$ cat src/rtl/traffic_light_monitor.sv
// traffic_light_monitor: passive watchdog on the traffic light controller outputs.
// Classifies the lamp code into phases, times each segment and flags bad codes, sequences and durations.
module traffic_light_monitor #(
  parameter int CW             = 8,
  parameter int GREEN_CYC      = 61,
  parameter int PREF_GREEN_CYC = 81,
  parameter int YELLOW_CYC     = 7,
  parameter int RED_CYC        = 5,
  parameter int BLINK_CYC      = 3,
  parameter int TOL            = 0
) (
  input  logic          clk,
  input  logic          rst,
  input  logic [2:0]    leds,
  input  logic          attention,
  input  logic          preferential,
  input  logic          force_red,
  input  logic          err_clr,
  output logic [2:0]    state,
  output logic          dur_valid,
  output logic [2:0]    dur_phase,
  output logic [CW-1:0] dur_cycles,
  output logic          cycle_done,
  output logic [15:0]   cycle_count,
  output logic          illegal_err,
  output logic          seq_err,
  output logic          time_err
);

  typedef enum logic [2:0] {
    S_IDLE      = 3'd0,
    S_GREEN     = 3'd1,
    S_YELLOW    = 3'd2,
    S_RED       = 3'd3,
    S_BLINK_ON  = 3'd4,
    S_BLINK_OFF = 3'd5
  } state_t;

  state_t        cur;
  logic [2:0]    prev_leds;
  logic [CW-1:0] cnt;

  // A lamp change is captured here on the edge it is seen and judged one edge later.
  logic          ev_pend;
  logic [2:0]    ev_leds;
  logic [CW-1:0] ev_cnt;
  logic          ev_att;
  logic          ev_pref;
  logic          ev_force;

  logic          green_first;
  logic          blink_fresh;
  logic          red_from_yellow;

  state_t        nxt;
  logic          code_ok;
  logic          trans_ok;
  logic          dur_chk;
  logic          dur_bad;
  logic          loop_hit;
  logic          cur_blink;
  logic          nxt_blink;
  logic [CW-1:0] exp_cyc;
  logic [CW-1:0] diff;

  assign state = cur;

  always_comb begin
    code_ok = (ev_leds == 3'b100) || (ev_leds == 3'b010) ||
              (ev_leds == 3'b001) || (ev_leds == 3'b000);

    case (ev_leds)
      3'b100:  nxt = S_GREEN;
      3'b010:  nxt = (cur == S_GREEN) ? S_YELLOW : S_BLINK_ON;
      3'b001:  nxt = S_RED;
      3'b000:  nxt = ev_att ? S_BLINK_OFF : S_IDLE;
      default: nxt = S_IDLE;
    endcase

    cur_blink = (cur == S_BLINK_ON) || (cur == S_BLINK_OFF);
    nxt_blink = (nxt == S_BLINK_ON) || (nxt == S_BLINK_OFF);

    // Dropping to IDLE (including via a bad code) or going dark under attention is always allowed.
    if (!code_ok || nxt == S_IDLE || nxt == S_BLINK_OFF) begin
      trans_ok = 1'b1;
    end else begin
      case (cur)
        S_IDLE:      trans_ok = 1'b1;
        S_GREEN:     trans_ok = (nxt == S_YELLOW) || (nxt == S_RED && ev_force);
        S_YELLOW:    trans_ok = (nxt == S_RED);
        S_RED:       trans_ok = (nxt == S_GREEN);
        S_BLINK_ON:  trans_ok = (nxt == S_GREEN) && !ev_att;
        S_BLINK_OFF: trans_ok = (nxt == S_BLINK_ON) || (nxt == S_GREEN && !ev_att);
        default:     trans_ok = 1'b0;
      endcase
    end

    dur_chk = 1'b0;
    exp_cyc = '0;
    if (code_ok && nxt != S_IDLE) begin
      if (cur == S_GREEN && nxt == S_YELLOW && !green_first) begin
        dur_chk = 1'b1;
        exp_cyc = ev_pref ? CW'(PREF_GREEN_CYC) : CW'(GREEN_CYC);
      end else if (cur == S_YELLOW && nxt == S_RED) begin
        dur_chk = 1'b1;
        exp_cyc = CW'(YELLOW_CYC);
      end else if (cur == S_RED && nxt == S_GREEN) begin
        dur_chk = 1'b1;
        exp_cyc = CW'(RED_CYC);
      end else if (cur == S_BLINK_ON && nxt == S_BLINK_OFF) begin
        dur_chk = 1'b1;
        exp_cyc = CW'(BLINK_CYC);
      end else if (cur == S_BLINK_OFF && nxt == S_BLINK_ON && !blink_fresh) begin
        dur_chk = 1'b1;
        exp_cyc = CW'(BLINK_CYC);
      end
    end

    diff = (ev_cnt > exp_cyc) ? (ev_cnt - exp_cyc) : (exp_cyc - ev_cnt);

    // A saturated count carries no length; only a stuck yellow or red is a timing fault.
    if (&ev_cnt) begin
      dur_bad = code_ok && (nxt != S_IDLE) && (cur == S_YELLOW || cur == S_RED);
    end else begin
      dur_bad = dur_chk && (diff > CW'(TOL));
    end

    loop_hit = code_ok && (cur == S_RED) && (nxt == S_GREEN) && red_from_yellow;
  end

  // dur_valid is a single-cycle strobe with no back-pressure; dur_phase/dur_cycles are
  // meaningful only while it is high and hold their last report otherwise.
  always_ff @(posedge clk) begin
    if (!rst) begin
      cur             <= S_IDLE;
      prev_leds       <= 3'b000;
      cnt             <= '0;
      ev_pend         <= 1'b0;
      ev_leds         <= 3'b000;
      ev_cnt          <= '0;
      ev_att          <= 1'b0;
      ev_pref         <= 1'b0;
      ev_force        <= 1'b0;
      green_first     <= 1'b0;
      blink_fresh     <= 1'b0;
      red_from_yellow <= 1'b0;
      dur_valid       <= 1'b0;
      dur_phase       <= 3'd0;
      dur_cycles      <= '0;
      cycle_done      <= 1'b0;
      cycle_count     <= 16'd0;
      illegal_err     <= 1'b0;
      seq_err         <= 1'b0;
      time_err        <= 1'b0;
    end else begin
      prev_leds <= leds;
      if (leds != prev_leds) begin
        cnt <= CW'(1);
      end else if (cnt != '1) begin
        cnt <= cnt + CW'(1);
      end

      ev_pend  <= (leds != prev_leds);
      ev_leds  <= leds;
      ev_cnt   <= cnt;
      ev_att   <= attention;
      ev_pref  <= preferential;
      ev_force <= force_red;

      dur_valid  <= 1'b0;
      cycle_done <= 1'b0;

      if (err_clr) begin
        illegal_err <= 1'b0;
        seq_err     <= 1'b0;
        time_err    <= 1'b0;
      end

      if (ev_pend) begin
        cur <= nxt;
        if (cur != S_IDLE) begin
          dur_valid  <= 1'b1;
          dur_phase  <= cur;
          dur_cycles <= ev_cnt;
        end

        if (!code_ok)  illegal_err <= 1'b1;
        if (!trans_ok) seq_err     <= 1'b1;
        if (dur_bad)   time_err    <= 1'b1;

        green_first     <= (nxt == S_GREEN) && (cur == S_IDLE);
        red_from_yellow <= (nxt == S_RED) && (cur == S_YELLOW);
        // Fresh until the first dark half-period of a blink run has ended.
        if (!nxt_blink) begin
          blink_fresh <= 1'b0;
        end else if (!cur_blink) begin
          blink_fresh <= 1'b1;
        end else if (cur == S_BLINK_OFF) begin
          blink_fresh <= 1'b0;
        end

        if (loop_hit) begin
          cycle_done <= 1'b1;
          if (cycle_count != 16'hFFFF) cycle_count <= cycle_count + 16'd1;
        end
      end
    end
  end

endmodule

$ cat config.mk
export PLATFORM = sky130hd
export DESIGN_NAME = traffic_light_monitor
export DESIGN_NICKNAME = d
export VERILOG_FILES = /design/src/rtl/traffic_light_monitor.sv
export SDC_FILE = /design/constraint.sdc
export NUM_CORES = 1
export LEC_CHECK = 0
export ABC_AREA = 1
export BUFFER_PORTS_ARGS = -buffer_cell sky130_fd_sc_hd__buf_2
export CAP_MARGIN = 20
export CORE_MARGIN = 3
export CORE_UTILIZATION = 55
export DETAILED_ROUTE_END_ITERATION = 10
export PLACE_DENSITY = 0.81
export SYNTH_ARGS = -nofsm -noshare
export SYNTH_HDL_FRONTEND = slang
export SYNTH_SLANG_ARGS = --single-unit
$ cat constraint.sdc
create_clock -name clk -period 3.95 [get_ports clk]
set_clock_uncertainty 0.2 [all_clocks]
set_input_delay 0.79 -clock clk [delete_from_list [all_inputs] [get_ports clk]]
set_output_delay 0.79 -clock clk [all_outputs]
set_load 0.01 [all_outputs]
==> summary.md <==
| Metric | Value |
|---|---|
| Dominant register cell in the synthesized netlist | `dfxtp_1` |
| Fillers | `519` |
| Status | `complete, no violations` |
| Met1 usage | `0.315` |
| Die area | `0.00724 mm^2` |
| Max cap viols | `0` |
| Critical path required time | `3.99 ns` |
| M3 GR Usage | `0.0631` |
| Final ANT Viol Nets | `0` |
| Non-filler cells, final | `637` |
| HP Class | `register to register` |
| Commonest non-fill, non-tap cells in the layout | `nand2_1 (119), inv_1 (96), dfxtp_1 (61), buf_2 (43), nor2_1 (42)` |
| Via/cell ratio | `5.15` |
| Hold Crit Depth | `2` |
| DRT Pass-1 Iters | `6` |
| Leak | `1.99 nW` |
| Placed wire-length estimate | `6000 um` |
| Worst R2R Path Depth | `26` |
| Share of layout cells above drive strength 1 | `0.151` |
| Number of global-route vias before repair | `3032` |
| Area of the multi-input gates | `0.00180 mm^2` |
| Slew at the pin with the worst max-slew slack | `0.926 ns` |
| Antenna cells | `0` |
| Area growth from synthesis to layout | `13.2%` |
| CP startpoint | `ev_leds[1]` |
| Worst-path clk slew | `0.07 ns` |
| Sequential area share after synthesis | `0.355` |
| TritonCTS clock tree | `built` |
| Mapped cell area | `0.00344 mm^2` |
| Flops & latches, synth | `61` |
| Initial drt markers | `200` |
| Mapped Avg Cell Area | `6.74 um^2` |
| Endpoints failing hold | `0` |
| Power density over the cells | `349 mW/mm^2` |
| Storage cell area | `0.00122 mm^2` |
| Initial core utilization | `0.574` |
| CP Capture Type | `register` |
| Hold-fix buffers, CTS | `0` |
| FMAX | `288 MHz` |
| Worst slew margin | `0.381` |
| Clock tree buffer depth | `2` |
| Reg2Reg Launch Point | `ev_leds[1]` |
| Placement row count | `28` |
| Slew Viols, Final | `0` |
| Post-synth cell types | `40` |
| CTS root buffer | `clkbuf_8` |
| GRT Residual Overflow | `0` |
| H-tree level count | `3` |
| Die span in y | `85.1 um` |
| IO Pins | `44` |
| Die Width | `85.1 um` |
| Post-synth EDFFs | `0` |
| DRC errors left | `0` |
| Placed Instances | `621` |
| Synthesized instance count | `510` |
| M2 GR Usage | `0.363` |
| Initial antenna violation count | `0` |
| CTS sink cnt | `61` |
| Hold_sp | `cnt[6]` |
| Via count | `3280` |
| Grt peak-use layer | `met2` |
| Synth Warn # | `0` |
| TritonCTS Buffers | `9` |
| Resized cells post-CTS | `0` |
| Total negative slack | `0 ns` |
| Core area | `0.00599 mm^2` |
| Worst skew pair latency | `0.34 ns` |
| Syn_nets | `535` |
| Setup violations, final | `0` |
| Pin count of the biggest net entering global routing | `30` |
| Total wire length | `7820 um` |
| Final min period | `3.47 ns` |
| Global Route Usage Sum | `0.236` |
| PnR Total Power | `0.00136 W` |
| Startpoint Class | `register` |
| Data arrival, critical path | `3.51 ns` |
| CP max FO | `8` |
| Wire per inst | `12.3 um` |
| GP Congestion | `0.947` |
| Setup CP Type | `register to register` |
| Post-CTS Setup Bufs | `0` |
| Nets | `582` |
| I/O Buffers | `43` |
| RSZ-0062 raised after global routing | `no` |
| Global-route wire length before repair | `13700 um` |
| VDD IR-drop max | `0.357 mV` |
| Tcrit/Tclk final | `0.878` |
| Commonest non-fill, non-tap cell in the layout | `nand2_1` |
| Async S/R FF share, synth | `0` |
through the flow:
stage	area (um^2)	hold slack, ns	utilization	worst slack [ns]
after floorplan	3440	0.207	-	0.948
after global placement	3720	0.215	0.620	0.729
after detailed placement	3720	0.216	0.620	0.514
after CTS	3890	0.224	0.650	0.505
after global routing	3890	0.237	0.650	0.0763
final	3890	0.223	0.650	0.480
power breakdown:
part	switching (W)	total, W	internal [W]
sequential	0.0000200	0.000658	0.000638
combinational	0.000127	0.000196	0.0000692
clock	0.000244	0.000503	0.000259
total	0.000391	0.00136	0.000966
worst max-delay path: stages (launching register included):
cell      delay, ns
dfxtp_1        0.41
inv_1          0.06
nor3_1         0.28
inv_1          0.11
nor2_2         0.14
inv_1          0.09
nor2_4         0.10
inv_1          0.07
nor2_1         0.22
nor2_1         0.10
inv_1          0.06
ha_1           0.29
nand2_1        0.09
nand2_1        0.08
inv_1          0.05
nand2_1        0.07
nand2_1        0.08
nand3_2        0.12
nand2_1        0.15
nand2_1        0.09
nand2_1        0.05
nor2_1         0.09
nand2_1        0.06
o21bai_1       0.13
nand2_1        0.06
nand2_1        0.05
nand2_1        0.04
cell families (layout without fill, tap and decap cells):
logic type	Yosys count	count (layout)	share of synthesized area
compound gates	65	65	0.105
xor+xnor	9	9	0.0229
fa+ha+maj	16	16	0.0582
buf+inv	109	161	0.123
flops	61	61	0.355
simple gates	250	250	0.336
synth_stat cells, types with 2 or more instances:
cell      count  area share
clkbuf_1      6      0.0065
xor2_1        6       0.015
nor2_4        3      0.0098
nand4_1      11       0.020
nand2_1     119        0.13
o211ai_1      3      0.0065
xnor2_1       3      0.0076
nor2_1       42       0.046
a21oi_1      27       0.039
o21ai_0      25       0.036
nor4_1        2      0.0036
o21bai_1      2      0.0044
nor3b_2       2      0.0073
nand3_1      39       0.057
ha_1         16       0.058
nor3_1       13       0.019
a211oi_1      2      0.0044
inv_2         3      0.0033
buf_2         2      0.0029
inv_1        96        0.10
dfxtp_1      61        0.36
nand2_2       4      0.0073
nand3_2       2      0.0058
nor2_2        5      0.0091
routing by layer:
metal  up-vias  routed length [um]
met5         -                   0
met4         0                 144
met3        12                 519
met2        96                3550
met1      1465                3610
li1       1707                   -
registers in the layout, indices dropped and copies added, names as in the netlist, 3 cells and up:
name         cells
cnt              8
cycle_count     16
dur_cycles       8
dur_phase        3
ev_cnt           8
ev_leds          3
state            3
layout make-up:
class / count / share of cell area
Multi-Input combinational cell: 340 / 0.461
Timing Repair Buffer: 45 / 0.0591
Tap cell: 75 / 0.0241
Clock buffer: 12 / 0.0398
Sequential cell: 61 / 0.314
Inverter: 100 / 0.0964
Clock inverter: 4 / 0.00578
path summary, 6_finish.rpt:
check | end | slack (ns)
worst min register to register | ev_cnt[6] | 0.22
worst max-delay path | time_err | 0.48
worst min-delay path | ev_cnt[6] | 0.22
worst max register to register | time_err | 0.48
(Power assumes the default switching activity.)
